===== config.mk =====
export PLATFORM = sky130hd
export DESIGN_NAME = hazard_stall_ctrl
export DESIGN_NICKNAME = d
export VERILOG_FILES = /design/src/rtl/hazard_pkg.sv /design/src/rtl/hazard_cmp.sv /design/src/rtl/hazard_stall_ctrl.sv
export SDC_FILE = /design/constraint.sdc
export NUM_CORES = 1
export LEC_CHECK = 0
export ABC_AREA = 1
export CAP_MARGIN = 20
export CORE_ASPECT_RATIO = 0.75
export CORE_MARGIN = 5
export CORE_UTILIZATION = 35
export CTS_CLUSTER_DIAMETER = 80
export DETAILED_ROUTE_END_ITERATION = 10
export PLACE_DENSITY = 0.69
export SETUP_SLACK_MARGIN = 0.1
export SLEW_MARGIN = 40
export SYNTH_ARGS = -nofsm -noshare
export SYNTH_HDL_FRONTEND = slang
export SYNTH_HIERARCHICAL = 1
export SYNTH_SLANG_ARGS = --single-unit

===== constraint.sdc =====
create_clock -name clk_i -period 1.7 [get_ports clk_i]
set_clock_uncertainty 0.2 [all_clocks]
set_input_delay 0.425 -clock clk_i [delete_from_list [all_inputs] [get_ports clk_i]]
set_output_delay 0.425 -clock clk_i [all_outputs]
set_load 0.005 [all_outputs]

===== src/rtl/hazard_pkg.sv =====
// Shared types and constants for the pipeline hazard/stall controller.
// Holds the FSM state encoding, control-bundle layout and default latencies.
package hazard_pkg;

  typedef enum logic [1:0] {
    IDLE       = 2'd0,
    LOAD_STALL = 2'd1,
    MUL_BUSY   = 2'd2
  } state_e;

  localparam int REG_ZERO = 0;

  localparam int REG_ADDR_W_DEF = 5;
  localparam int LOAD_LAT_DEF   = 1;
  localparam int MUL_LAT_DEF    = 4;
  localparam int CNT_W_DEF      = 4;

  typedef struct packed {
    logic pc_write;
    logic if_write;
    logic if_flush;
    logic id_flush;
    logic ex_flush;
    logic ex_hold;
  } ctrl_t;

  // Field order: pc_write, if_write, if_flush, id_flush, ex_flush, ex_hold
  localparam ctrl_t CTRL_RESET  = '{1'b0, 1'b0, 1'b1, 1'b1, 1'b1, 1'b0};
  localparam ctrl_t CTRL_BRANCH = '{1'b1, 1'b0, 1'b1, 1'b1, 1'b1, 1'b0};
  localparam ctrl_t CTRL_MUL    = '{1'b0, 1'b0, 1'b0, 1'b0, 1'b0, 1'b1};
  localparam ctrl_t CTRL_LOAD   = '{1'b0, 1'b0, 1'b0, 1'b1, 1'b0, 1'b0};
  localparam ctrl_t CTRL_RUN    = '{1'b1, 1'b1, 1'b0, 1'b0, 1'b0, 1'b0};

endpackage


===== src/rtl/hazard_cmp.sv =====
// Operand-match comparator: flags a load-use dependency for one source operand.
// Register $0 never creates a dependency, and unused operands are masked.
module hazard_cmp
  import hazard_pkg::*;
#(
  parameter int REG_ADDR_W = REG_ADDR_W_DEF
) (
  input  logic [REG_ADDR_W-1:0] src_addr_i,
  input  logic                  src_used_i,
  input  logic [REG_ADDR_W-1:0] ex_rt_addr_i,
  input  logic                  ex_memread_i,
  output logic                  match_o
);

  assign match_o = ex_memread_i
                 & (ex_rt_addr_i != REG_ADDR_W'(REG_ZERO))
                 & src_used_i
                 & (src_addr_i == ex_rt_addr_i);

endmodule


===== src/rtl/hazard_stall_ctrl.sv =====
// Pipeline hazard controller beside ID: load-use stalls, multiply hold, branch flush.
// Optional performance counters are built when HAZARD_PERF_CNT_EN is defined.
module hazard_stall_ctrl
  import hazard_pkg::*;
#(
  parameter int REG_ADDR_W = REG_ADDR_W_DEF,
  parameter int LOAD_LAT   = LOAD_LAT_DEF,
  parameter int MUL_LAT    = MUL_LAT_DEF,
  parameter int CNT_W      = CNT_W_DEF
) (
  input  logic                  clk_i,
  input  logic                  rst_i,
  input  logic                  branch_taken_i,
  input  logic [REG_ADDR_W-1:0] if_id_rs_addr_i,
  input  logic [REG_ADDR_W-1:0] if_id_rt_addr_i,
  input  logic                  if_id_rs_used_i,
  input  logic                  if_id_rt_used_i,
  input  logic [REG_ADDR_W-1:0] id_ex_rt_addr_i,
  input  logic                  id_ex_memread_i,
  input  logic                  id_ex_mul_i,
  output logic                  pc_write_o,
  output logic                  if_write_o,
  output logic                  if_flush_o,
  output logic                  id_flush_o,
  output logic                  ex_flush_o,
  output logic                  ex_hold_o,
`ifdef HAZARD_PERF_CNT_EN
  output logic [31:0]           stall_cycles_o,
  output logic [31:0]           flush_events_o,
`endif
  output logic                  busy_o
);

  localparam logic [CNT_W-1:0] CNT_ONE      = CNT_W'(1);
  localparam logic [CNT_W-1:0] CNT_MUL_INIT = CNT_W'(MUL_LAT - 2);
  localparam logic [CNT_W-1:0] CNT_LD_INIT  = CNT_W'(LOAD_LAT - 2);

  state_e            state_q, state_d;
  logic [CNT_W-1:0]  cnt_q, cnt_d;
  logic              rs_match, rt_match, hazard;
  ctrl_t             ctrl;

  hazard_cmp #(.REG_ADDR_W(REG_ADDR_W)) u_cmp_rs (
    .src_addr_i   (if_id_rs_addr_i),
    .src_used_i   (if_id_rs_used_i),
    .ex_rt_addr_i (id_ex_rt_addr_i),
    .ex_memread_i (id_ex_memread_i),
    .match_o      (rs_match)
  );

  hazard_cmp #(.REG_ADDR_W(REG_ADDR_W)) u_cmp_rt (
    .src_addr_i   (if_id_rt_addr_i),
    .src_used_i   (if_id_rt_used_i),
    .ex_rt_addr_i (id_ex_rt_addr_i),
    .ex_memread_i (id_ex_memread_i),
    .match_o      (rt_match)
  );

  assign hazard = rs_match | rt_match;

  // NOTE: sequential state uses non-blocking assignments so every flop samples pre-edge values.
  always_ff @(posedge clk_i or negedge rst_i) begin
    if (!rst_i) begin
      state_q <= IDLE;
      cnt_q   <= '0;
    end else begin
      state_q <= state_d;
      cnt_q   <= cnt_d;
    end
  end

  // NOTE: defaults first so every path assigns state_d/cnt_d and no latch is inferred.
  always_comb begin
    state_d = state_q;
    cnt_d   = cnt_q;
    if (branch_taken_i) begin
      state_d = IDLE;
      cnt_d   = '0;
    end else begin
      unique case (state_q)
        IDLE: begin
          if (id_ex_mul_i) begin
            state_d = MUL_BUSY;
            cnt_d   = CNT_MUL_INIT;
          end else if (hazard && (LOAD_LAT > 1)) begin
            state_d = LOAD_STALL;
            cnt_d   = CNT_LD_INIT;
          end
        end
        LOAD_STALL, MUL_BUSY: begin
          if (cnt_q == '0) state_d = IDLE;
          else             cnt_d   = cnt_q - CNT_ONE;
        end
        default: begin
          state_d = IDLE;
          cnt_d   = '0;
        end
      endcase
    end
  end

  // Reset overrides everything so the pipeline is held flushed while rst_i is low.
  always_comb begin
    ctrl = CTRL_RUN;
    if (!rst_i) begin
      ctrl = CTRL_RESET;
    end else if (branch_taken_i) begin
      ctrl = CTRL_BRANCH;
    end else begin
      unique case (state_q)
        IDLE: begin
          if (id_ex_mul_i)  ctrl = CTRL_MUL;
          else if (hazard)  ctrl = CTRL_LOAD;
          else              ctrl = CTRL_RUN;
        end
        LOAD_STALL: ctrl = CTRL_LOAD;
        MUL_BUSY:   ctrl = CTRL_MUL;
        default:    ctrl = CTRL_RESET;
      endcase
    end
  end

  assign pc_write_o = ctrl.pc_write;
  assign if_write_o = ctrl.if_write;
  assign if_flush_o = ctrl.if_flush;
  assign id_flush_o = ctrl.id_flush;
  assign ex_flush_o = ctrl.ex_flush;
  assign ex_hold_o  = ctrl.ex_hold;
  assign busy_o     = rst_i & (state_q != IDLE);

`ifdef HAZARD_PERF_CNT_EN
  logic [31:0] stall_cycles_q, flush_events_q;

  // Both counters saturate rather than wrap.
  always_ff @(posedge clk_i or negedge rst_i) begin
    if (!rst_i) begin
      stall_cycles_q <= '0;
      flush_events_q <= '0;
    end else begin
      if (!ctrl.pc_write && !branch_taken_i && (stall_cycles_q != '1))
        stall_cycles_q <= stall_cycles_q + 32'd1;
      if (branch_taken_i && (flush_events_q != '1))
        flush_events_q <= flush_events_q + 32'd1;
    end
  end

  assign stall_cycles_o = stall_cycles_q;
  assign flush_events_o = flush_events_q;
`endif

endmodule


==> results.py <==
metrics = {
    "outcome": {
        "status": "finished, violations left",
        "failed_checks": "setup timing",
    },
    "setup_path": {
        "reg2reg_to": "cnt_q[2]",
        "start_kind": "primary input",
        "endpoint_kind": "primary output",
        "rr_startpoint": "state_q[1]",
        "worstSetupPathType": "in2out",
        "cp_data_required_time_ns": 1.07,
        "reg2reg_depth": 9,
        "ff2ff_setup_slack_ns": 0.21,
        "worstPathMaxFanout": 6,
        "arrival_ns": 1.51,
    },
    "synthesis": {
        "synth.yosys.seq_area_share_pct": 19.3,
        "synth_cells": 123,
        "syn_avg_cell_area_um2": 5.28,
        "syn_nets": 147,
        "synth_cell_types": 16,
        "netlist_area_um2": 649,
        "yosysWarnings": 6,
        "ys_ff_latch": 5,
    },
    "placed_design": {
        "portBuffers": 28,
        "dp_hpwl_um": 1540,
        "place.gp.congestion": 0.892,
        "pre_cts_ws_ns": -1.18,
        "placed_area_mm2": 0.00101,
    },
    "timing": {
        "period_minus_slack_ns": 2.13,
        "setup_ws_ns": -0.430,
        "whs_ns": 0.277,
        "finalSetupViolations": 4,
        "relSlewSlack_pct": 83.8,
        "worst_slew_pin_slew_ns": 0.241,
        "fmax_mhz": 469,
        "hold_viol": 0,
        "fin_tns_setup_ns": -1.07,
        "rsz0062_at_grt": "true",
        "period_share_pct": 125,
        "slew_violations": 0,
    },
    "drt": {
        "vias": 871,
        "drtIter0Drc": 29,
        "wl_per_cell_um": 11.1,
        "ant_nets": 0,
        "viasPerCell": 4.58,
        "drcViolationCount": 0,
        "drt-total-wl_um": 2110,
        "first_pass_iters": 4,
    },
    "power": {
        "vdd.ir_drop.worst_v": 0.000493,
        "powerDensity_mw_per_mm2": 537,
        "p_leak_nw": 0.650,
    },
    "die": {
        "io_pins": 29,
        "die_x_um": 59.7,
        "die-area_mm2": 0.00283,
        "core-area_mm2": 0.00174,
        "row_count": 13,
        "start_util_pct": 37.3,
        "dieHeight_um": 47.3,
    },
    "clock_network": {
        "cts_tree": "done",
        "cts_buffers": 3,
        "clockBufferDepth": 2,
        "insertion_delay_ns": 0.25,
        "clock_sinks": 5,
        "h-tree-depth": 1,
        "clkTransAtPathRegs_ns": 0.05,
        "cts_root_buf": "clkbuf_4",
    },
    "grt": {
        "grt_pass1_wl_um": 3390,
        "grt_usage_pct": 16.6,
        "grt_max_degree": 9,
        "grt_pass1_vias": 806,
        "antenna_found_initial": 0,
        "overflow": 0,
    },
    "layout": {
        "antennaDiodeCount": 0,
        "area_growth_pct": 67.1,
        "nNetsFinal": 193,
        "design_area_mm2": 0.00108,
        "drive_above_1_share_pct": 42.3,
    },
    "min_path": {
        "holdPathEnd": "state_q[1]",
        "min_from": "branch_taken_i",
        "whs_path_depth": 3,
        "hold_path.class": "in2reg",
    },
    "run": {
        "cap_violations": 0,
    },
}
-- critical path, stage by stage --
cell	delay, ns
buf_12	0.11
nor2_4	0.10
nand3_2	0.07
a21oi_2	0.13
nor2_1	0.05
nor2_1	0.14
nand2_1	0.11
buf_6	0.13
a21oi_2	0.11
buf_2	0.12
-- layout by cell type (no fill, tap or decap) --
master,count
ha_1,2
buf_6,7
nor2_1,11
o21ai_1,1
dfrtp_1,5
dlygate4sd3_1,1
inv_4,1
dlygate4sd2_1,2
inv_1,20
a21oi_2,3
buf_2,18
nor2_4,4
clkbuf_1,1
clkdlybuf4s15_1,2
nand4_1,2
nand2_2,4
a21oi_1,1
buf_4,10
buf_12,2
nand3_1,7
nand2_4,2
inv_2,10
nand2_1,41
nor2_2,5
nand3_2,2
clkbuf_4,3
nand3b_1,1
-- cell usage after synthesis (all sizes together) --
library cell	count	area, um^2
nand2	47	196
nand3b	1	7.51
nand4	2	12.5
clkinv	1	5.00
ha	2	25.0
inv	30	113
nand3	9	45.0
dfrtp	5	125
a21oi	4	20.0
o21ai	1	5.00
nor2	20	87.6
buf	1	7.51
-- per-stage QoR --
stage               std cells  power [mW]  util, %
floorplan                 123       0.287        -
global placement          179       0.402     58.2
detailed placement        179       0.410     58.2
CTS                       190       0.579     61.5
global route              190       0.638     62.3
finish                    190       0.582     62.3
-- registers in the layout, indices dropped and copies added (netlist names) --
register	cells
cnt_q	4
state_q	1
-- cell type report --
type,instances,area (um^2)
clock buffers,4,26.3
repair buffers,42,332
fillers,172,656
well taps,22,27.5
multi-input cells,86,455
inverters,31,119
flip-flops and latches,5,125
-- metal layers --
layer  global-route usage [%]  vias up  share of wire, %
met5                        0        -                 0
met4                     2.65        0               1.3
met3                     6.87        4               7.3
met2                     28.7       33                48
met1                     19.8      384                43
li1                         -      450                 -
-- power breakdown --
part           switching, mW  internal, mW
sequential            0.0165         0.134
clock                 0.0569        0.0893
combinational          0.148         0.138
-- repair_timing --
item	CTS	global route
hold buffers	1	0
resized for setup	133	6
pin swaps	28	11
setup endpoints to repair	7	6
hold endpoints to repair	5	0
setup buffers	6	0
-- logic make-up (layout without fill, tap and decap cells) --
family	count (synthesis)	count (layout)	synth area share, %
buffers and inverters	32	77	19.3
AOI/OAI and AO/OA	5	5	3.85
adders and majority gates	2	2	3.85
DFF	5	5	19.3
and+or+nand+nor	79	79	53.8
-- worst max-delay path by stage --
stage / from / endpoint / slack (ns) / cells after the start
after floorplan: id_ex_rt_addr_i[0] / pc_write_o / 0.02 / 7
final: id_ex_rt_addr_i[1] / pc_write_o / -0.43 / 10
after global placement: id_ex_rt_addr_i[0] / pc_write_o / -1.15 / 10
after detailed placement: id_ex_rt_addr_i[0] / pc_write_o / -1.18 / 9
after global routing: id_ex_rt_addr_i[1] / pc_write_o / -0.53 / 10
after CTS: id_ex_rt_addr_i[1] / pc_write_o / -0.40 / 10
No activity file was read; power rests on OpenSTA's default activity.
